--- src/rtl/round_sequencer.sv ---
// Game round sequencer: loads a level-dependent countdown, watches the
// datapath done flags for a win, and keeps a saturating score.
module round_sequencer #(
    parameter int TICK_DIV = 50000000,
    parameter int T_NORMAL = 30,
    parameter int T_INTER  = 20,
    parameter int T_ADV    = 10,
    parameter int TW       = 6
) (
    input  logic          clk,
    input  logic          rst,
    input  logic          start,
    input  logic [1:0]    level,
    input  logic [2:0]    done,
    output logic          enable,
    output logic          time_out,
    output logic [TW-1:0] secs_left,
    output logic          round_won,
    output logic          round_lost,
    output logic          busy,
    output logic [7:0]    score
);

    localparam int PW = $clog2(TICK_DIV);

    typedef enum logic [2:0] {
        IDLE = 3'd0,
        LOAD = 3'd1,
        PLAY = 3'd2,
        WIN  = 3'd3,
        LOSE = 3'd4
    } state_t;

    state_t        state, state_n;
    logic [TW-1:0] secs, secs_n;
    logic [PW-1:0] presc, presc_n;
    logic [7:0]    pts, score_n;
    logic [8:0]    sum;
    logic [1:0]    lvl, lvl_n;
    logic [TW-1:0] t_load;
    logic          tick;
    logic          go;

    always_comb begin
        t_load = TW'(T_NORMAL);
        pts    = 8'd1;
        case (lvl)
            2'b01: begin
                t_load = TW'(T_INTER);
                pts    = 8'd2;
            end
            2'b11: begin
                t_load = TW'(T_ADV);
                pts    = 8'd4;
            end
            default: ;
        endcase
    end

    assign sum  = {1'b0, score} + {1'b0, pts};
    assign tick = (presc == PW'(TICK_DIV - 1));
    assign go   = start && (level != 2'b10);

    always_comb begin
        state_n = state;
        secs_n  = secs;
        presc_n = presc;
        score_n = score;
        lvl_n   = lvl;
        case (state)
            IDLE, WIN, LOSE: begin
                if (go) begin
                    state_n = LOAD;
                    lvl_n   = level;
                end
            end
            LOAD: begin
                secs_n  = t_load;
                presc_n = '0;
                state_n = PLAY;
            end
            PLAY: begin
                presc_n = tick ? '0 : presc + PW'(1);
                // A win in the same cycle as expiry beats the timeout
                if (done == 3'b111) begin
                    state_n = WIN;
                    score_n = sum[8] ? 8'hFF : sum[7:0];
                end else if (tick) begin
                    if (secs != '0) secs_n = secs - TW'(1);
                    if (secs <= TW'(1)) state_n = LOSE;
                end
            end
            default: state_n = IDLE;
        endcase
    end

    always_ff @(posedge clk) begin
        if (rst) begin
            state <= IDLE;
            secs  <= '0;
            presc <= '0;
            score <= 8'd0;
            lvl   <= 2'b00;
        end else begin
            state <= state_n;
            secs  <= secs_n;
            presc <= presc_n;
            score <= score_n;
            lvl   <= lvl_n;
        end
    end

    assign enable     = (state == PLAY);
    assign busy       = (state == LOAD) || (state == PLAY);
    assign time_out   = (state == LOSE);
    assign round_lost = (state == LOSE);
    assign round_won  = (state == WIN);
    assign secs_left  = secs;

endmodule
--- config.mk ---
export PLATFORM = sky130hd
export DESIGN_NAME = round_sequencer
export DESIGN_NICKNAME = d
export VERILOG_FILES = /design/src/rtl/round_sequencer.sv
export SDC_FILE = /design/constraint.sdc
export NUM_CORES = 1
export LEC_CHECK = 0
export CORE_MARGIN = 4
export CORE_UTILIZATION = 61
export DETAILED_ROUTE_END_ITERATION = 8
export PLACE_DENSITY = 0.85
export REMOVE_ABC_BUFFERS = 1
export SKIP_LAST_GASP = 1
export SYNTH_ARGS = -nofsm -noshare
export SYNTH_HDL_FRONTEND = slang
export SYNTH_SLANG_ARGS = --single-unit
--- constraint.sdc ---
create_clock -name clk -period 3.7 [get_ports clk]
set_clock_uncertainty 0.1 [all_clocks]
set_input_delay 1.11 -clock clk [delete_from_list [all_inputs] [get_ports clk]]
set_output_delay 1.11 -clock clk [all_outputs]
set_load 0.02 [all_outputs]
==> results of run 1 <==
[power groups by stage]
stage / combinational [uW] / sequential (uW) / clock (uW)
global route: 343 / 540 / 326
finish: 311 / 537 / 293
CTS: 307 / 535 / 302
global placement: 297 / 546 / 0
floorplan: 187 / 552 / 0
detailed placement: 303 / 547 / 0
[sequential cells by signal, summed over array words and instances, names as in the netlist]
signal     count
lvl            2
score          8
presc         26
secs_left      6
state          3
[Yosys cell counts (all sizes together) (9+ instances only)]
library cell   n  area, um2
nor2          16      60.06
clkbuf         9      33.78
dfxtp         45      900.9
a21oi         26      130.1
inv           15      56.30
nor3          11      55.05
nand4          9      71.32
a31oi         12      75.07
nand2         31      116.4
o21ai         19      95.09
nand3         21      105.1
[layout make-up]
class	count	share of cell area, %
Multi-Input combinational cell	249	53.72
Clock buffer	8	2.673
Inverter	16	2.005
Timing Repair Buffer	29	9.440
Tap cell	50	2.089
Sequential cell	45	30.08
[how the worst min path moves through the flow]
stage                     startpoint        to
after floorplan             presc[6]  presc[6]
final                       presc[6]  presc[6]
after detailed placement    presc[6]  presc[6]
after CTS                   presc[6]  presc[6]
after global placement      presc[6]  presc[6]
after global routing          lvl[0]    lvl[0]
[stage by stage]
step | instances | total power [uW] | cell area (um2)
5_1_grt | 397 | 1210 | 2995
2_1_floorplan | 310 | 739.4 | 2570
6_report | 397 | 1141 | 2995
4_1_cts | 397 | 1143 | 2995
3_3_place_gp | 389 | 842.7 | 2915
3_5_place_dp | 389 | 850.2 | 2915
[worst max-delay path: stages, from the launching register on]
cell and delay (ns):
dfxtp_1 0.47, nand2b_1 0.28, inv_1 0.08, o21ai_0 0.46, inv_1 0.15, clkdlybuf4s50_1 0.57
[logic make-up (layout without fill, tap and decap cells)]
group                    after synthesis  after routing
flip-flops                            45             45
multiplexers                           3              3
AND/OR/NAND/NOR                      143            143
adder cells (fa/ha/maj)                8              8
buffers and inverters                 31             53
XOR/XNOR                               4              4
AO/OA/AOI/OAI                         91             91
[per-layer routing]
metal	wire length, um	share of wire (%)	up-vias	track usage [%]
met1	2742	43	1191	33.22
met2	3110	49	114	41.93
met4	73	1.1	0	5.231
li1	-	-	1268	-
met5	0	0	-	0
met3	438	6.9	12	4.514
==> run_results.csv, run 1 <==
group,metric,value,unit
run_status,outcome,"complete, no violations",
worst_setup_path,cp_data_arrival_time,2.32,ns
clock_tree,clk_path_buf_depth,2,
min_path,holdPathStages,2,
drt,wl_per_cell,16.03,um
worst_setup_path,end_kind,"output pin",
yosys,ys_seq_elements,45,
clock_tree,cts.sinks,45,
place,dp_slack,0.5175,ns
yosys,synthAdderAreaFrac,4.082,%
place,routabilityCongestion,0.8641,
clock_tree,postCtsSetupRepairBufs,0,
drt,vias,2585,
layout,fillers,320,
layout,layout_common_cells,"dfxtp_1, nand2_1, a21oi_1, clkdlybuf4s50_1, nand3_1",
yosys,async_flop_share,0,%
floorplanning,die_y,73.74,um
floorplanning,core-area,4086,um2
yosys,synth_compound_area_share,22.73,%
layout,drive_gt1_share,5.476,%
worst_setup_path,cp.required,2.49,ns
yosys,synth.cell_area,2636,um2
timing,setup_slack,0.1717,ns
floorplanning,num_rows,23,
timing,setup_viol,0,
clock_tree,clk_pin_slew,0.08,ns
clock_tree,numCtsBuffers,5,
clock_tree,clk_latency,0.30,ns
worst_setup_path,path_max_fanout,9,
layout,nets,362,
power_and_ir_drop,clkPwrFrac,25.7,%
power_and_ir_drop,cellPowerDensity,380.9,nW/um2
timing,min_period,3.528,ns
yosys,synth_xor_xnor_area_share,1.329,%
power_and_ir_drop,ir_drop,0.0002590,V
yosys,synthMuxAreaShare,1.139,%
global_route,grt_usage,24.93,%
clock_tree,clock-root-buffer,"clkbuf_8",
yosys,yosys.area_share.simple,31.75,%
power_and_ir_drop,power_frac_seq,47.1,%
power_and_ir_drop,power_leakage,0.001134,uW
floorplanning,initial_core_util,64.51,%
worst_setup_path,start_kind,"flop",
yosys,synth-edff-count,0,
floorplanning,fp.dieW,73.74,um
yosys,synthCells,325,
drt,wirelength,6365,um
drt,dr.first_iter.drc_count,268,
yosys,synth-seq-area-share,34.17,%
clock_tree,tritoncts,"done",
floorplanning,ioPinCount,27,
layout,final_util,73.30,%
global_route,antenna_found_initial,0,
global_route,grt_max_degree,28,
drt,drc,0,
worst_setup_path,r2r_start,"state[1]",
global_route,grt_pass1_vias,2325,
worst_setup_path,timing.rr.end,"presc[10]",
yosys,ys_warn_count,0,
power_and_ir_drop,power.switching,385.0,uW
power_and_ir_drop,internal_power,756.1,uW
clock_tree,htree_levels,2,
worst_setup_path,endpoint,"busy",
layout,layout_commonest_cell,"dfxtp_1",
timing,hold_viol_final,0,
worst_setup_path,crit_start,"state[1]",
worst_setup_path,reg2reg_depth,7,
yosys,synth_top_family_by_area,"simple AND/OR/NAND/NOR gates",
drt,vias_per_cell,6.511,
clock_tree,cts_hold_buf,0,
global_route,grt_pass1_wl,10860,um
worst_setup_path,worstSetupPathType,"reg -> out",
place,place.port_buffers,26,
clock_tree,cts_resized,0,
timing,max_slew.worst_pin.slew,1.056,ns
layout,multi_input_area,1609,um2
timing,drv_slew,0,
place,dp_hpwl,4478,um
timing,clock.fmax,0.2834,GHz
timing,max_slew_margin,29.31,%
yosys,synth.avg_cell_area,8.112,um2
min_path,hp-class,"reg -> reg",
timing,final.setup.tns,0,ns
timing,timing.hold.ws,0.3991,ns
timing,period_share,95.36,%
power_and_ir_drop,p_comb_share,27.2,%
yosys,synthFlopType,"dfxtp_1",
floorplanning,dieArea,5438,um2
timing,rsz0062_at_grt,"no",
global_route,gr-total-overflow,0,
flow_run,maxCapViolCount,0,
drt,ant_nets,0,
power_and_ir_drop,switching_share,33.74,%
drt,drtPass1Iterations,5,
layout,diodes,0,
layout,syn_to_final_growth,13.62,%
layout,ff_latch_area,900.9,um2
yosys,synthDistinctLibCells,55,
worst_setup_path,rrSetupSlack,0.98,ns
Note: power is estimated with default switching activity, not from simulation.
==> inputs of run 2 (changes only) <==
- CTS_BUF_LIST: unset -> sky130_fd_sc_hd__clkbuf_16
==> run 2 against run 1 <==
Worst setup slack better by 0.026 ns. Die area unchanged. Sequential share of layout area fell by 0.55 points. Clock power rose by 43%. Sequential cell count stayed put. Critical endpoint unchanged. Count of clock-buffer cells in the layout is 3 lower. Utilization up 1.4 points. Largest power group unchanged. Combinational power about the same. Highest routed layer unchanged.
==> run_results.csv, run 2 (synthesized netlist as in run 1, its figures left out) <==
group,metric,value,unit
power_and_ir_drop,power_leakage,0.001173,uW
clock_tree,tritoncts,"done",
place,routabilityCongestion,0.8641,
global_route,grt_pass1_vias,2336,
layout,nets,362,
floorplanning,dieArea,5438,um2
worst_setup_path,path_max_fanout,9,
clock_tree,clk_latency,0.28,ns
floorplanning,ioPinCount,27,
timing,hold_viol_final,0,
global_route,antenna_found_initial,0,
clock_tree,clock-root-buffer,"clkbuf_16",
clock_tree,postCtsSetupRepairBufs,0,
run_status,outcome,"complete, no violations",
power_and_ir_drop,cellPowerDensity,416.0,nW/um2
worst_setup_path,worstSetupPathType,"reg -> out",
worst_setup_path,start_kind,"flop",
layout,final_cells,397,
clock_tree,cts_resized,0,
place,dp_hpwl,4478,um
timing,clock.fmax,0.2855,GHz
timing,rsz0062_at_grt,"no",
drt,wirelength,6497,um
place,place.port_buffers,26,
layout,drive_gt1_share,5.476,%
worst_setup_path,cp_data_arrival_time,2.29,ns
drt,ant_nets,0,
worst_setup_path,slowest_delay,0.57,ns
drt,vias,2600,
layout,diodes,0,
global_route,grt_pass1_wl,11160,um
global_route,grt_max_degree,28,
drt,wl_per_cell,16.37,um
place,dp.cells,389,
timing,timing.hold.ws,0.3957,ns
layout,layout_common_cells,"dfxtp_1, nand2_1, a21oi_1, clkdlybuf4s50_1, nand3_1",
floorplanning,num_rows,23,
drt,dr.first_iter.drc_count,281,
layout,largest_register_ffs,26,
layout,syn_to_final_growth,15.76,%
layout,fillers,307,
min_path,hp-class,"reg -> reg",
global_route,gr-total-overflow,0,
power_and_ir_drop,ir_drop,0.0002578,V
worst_setup_path,crit_path_top_delay_cell,"clkdlybuf4s50_1",
layout,regMostFlops,"presc",
timing,setup_viol,0,
floorplanning,fp.dieW,73.74,um
timing,setup_slack,0.1977,ns
worst_setup_path,critPathBufInv,3,
worst_setup_path,end_kind,"output pin",
timing,period_share,94.66,%
timing,max_slew_margin,27.26,%
drt,drc,0,
clock_tree,clk_pin_slew,0.06,ns
worst_setup_path,path_cells,"nand2b_1 -> inv_1 -> o21ai_0 -> inv_1 -> clkdlybuf4s50_1",
clock_tree,numCtsBuffers,5,
timing,min_period,3.502,ns
place,dp_slack,0.5175,ns
worst_setup_path,crit_top_cell,"inv_1",
timing,max_slew.worst_pin.slew,1.087,ns
layout,layout_commonest_cell,"dfxtp_1",
timing,drv_slew,0,
clock_tree,cts.sinks,45,
floorplanning,core-area,4086,um2
clock_tree,cts_hold_buf,0,
timing,final.setup.tns,0,ns
floorplanning,initial_core_util,64.51,%
flow_run,maxCapViolCount,0,
drt,vias_per_cell,6.549,
worst_setup_path,cp.required,2.49,ns
floorplanning,die_y,73.74,um
worst_setup_path,critical_path.top_delay_family,"buffers and inverters",
clock_tree,clk_path_buf_depth,2,
global_route,grt_usage,25.92,%
clock_tree,htree_levels,2,
drt,drtPass1Iterations,5,
## run 2: changes by cell type in the layout (fill, tap and decap cells not counted)
cell and delta:
clkbuf_16 +5, inv_1 +3, clkbuf_8 -5, clkbuf_1 -3
## run 2: final cells by class
class                           instances  area, um2  share of cell area (%)
Clock buffer                            5      125.1                   4.100
Clock inverter                          3      11.26                  0.3690
Inverter                               16      60.06                   1.968
Multi-Input combinational cell        249       1609                   52.73
Sequential cell                        45      900.9                   29.52
Tap cell                               50      62.56                   2.050
Timing Repair Buffer                   29      282.8                   9.266
## run 2: routing by layer
metal | GRT usage [%] | vias to the layer above | part of all wire (%)
met1 | 34.31 | 1214 | 43
li1 | - | 1269 | -
met5 | 0 | - | 0
met2 | 43.11 | 102 | 50
met4 | 7.445 | 0 | 1.6
met3 | 4.378 | 15 | 5.9
## run 2: worst reg2reg max path, stage by stage (launching register included)
cell and delay [ns]:
dfxtp_1 0.46, nand2b_1 0.27, inv_1 0.08, o21ai_0 0.47, inv_1 0.16, nor2_1 0.85
a21oi_1 0.08, o21ai_0 0.19
## run 2: worst paths after layout
| kind | startpoint | to | slack (ns) | cells past startpoint |
|---|---|---|---|---|
| max | state[1] | busy | 0.20 | 5 |
| min | presc[6] | presc[6] | 0.40 | 2 |
| max reg2reg | state[1] | presc[10] | 0.97 | 7 |
| min reg2reg | presc[6] | presc[6] | 0.40 | 2 |
## run 2: report_power, final
group	switching [uW]	total (uW)	internal, uW
registers	31.9	538	506
logic	195	312	117
clock network	177	420	243
## run 2: per-stage QoR
step / utilization [%] / cell area [um2] / power, uW
2_1_floorplan: - / 2570 / 739.4
3_3_place_gp: 71.34 / 2915 / 842.7
3_5_place_dp: 71.34 / 2915 / 850.2
4_1_cts: 74.68 / 3052 / 1271
5_1_grt: 74.68 / 3052 / 1336
6_report: 74.68 / 3052 / 1269
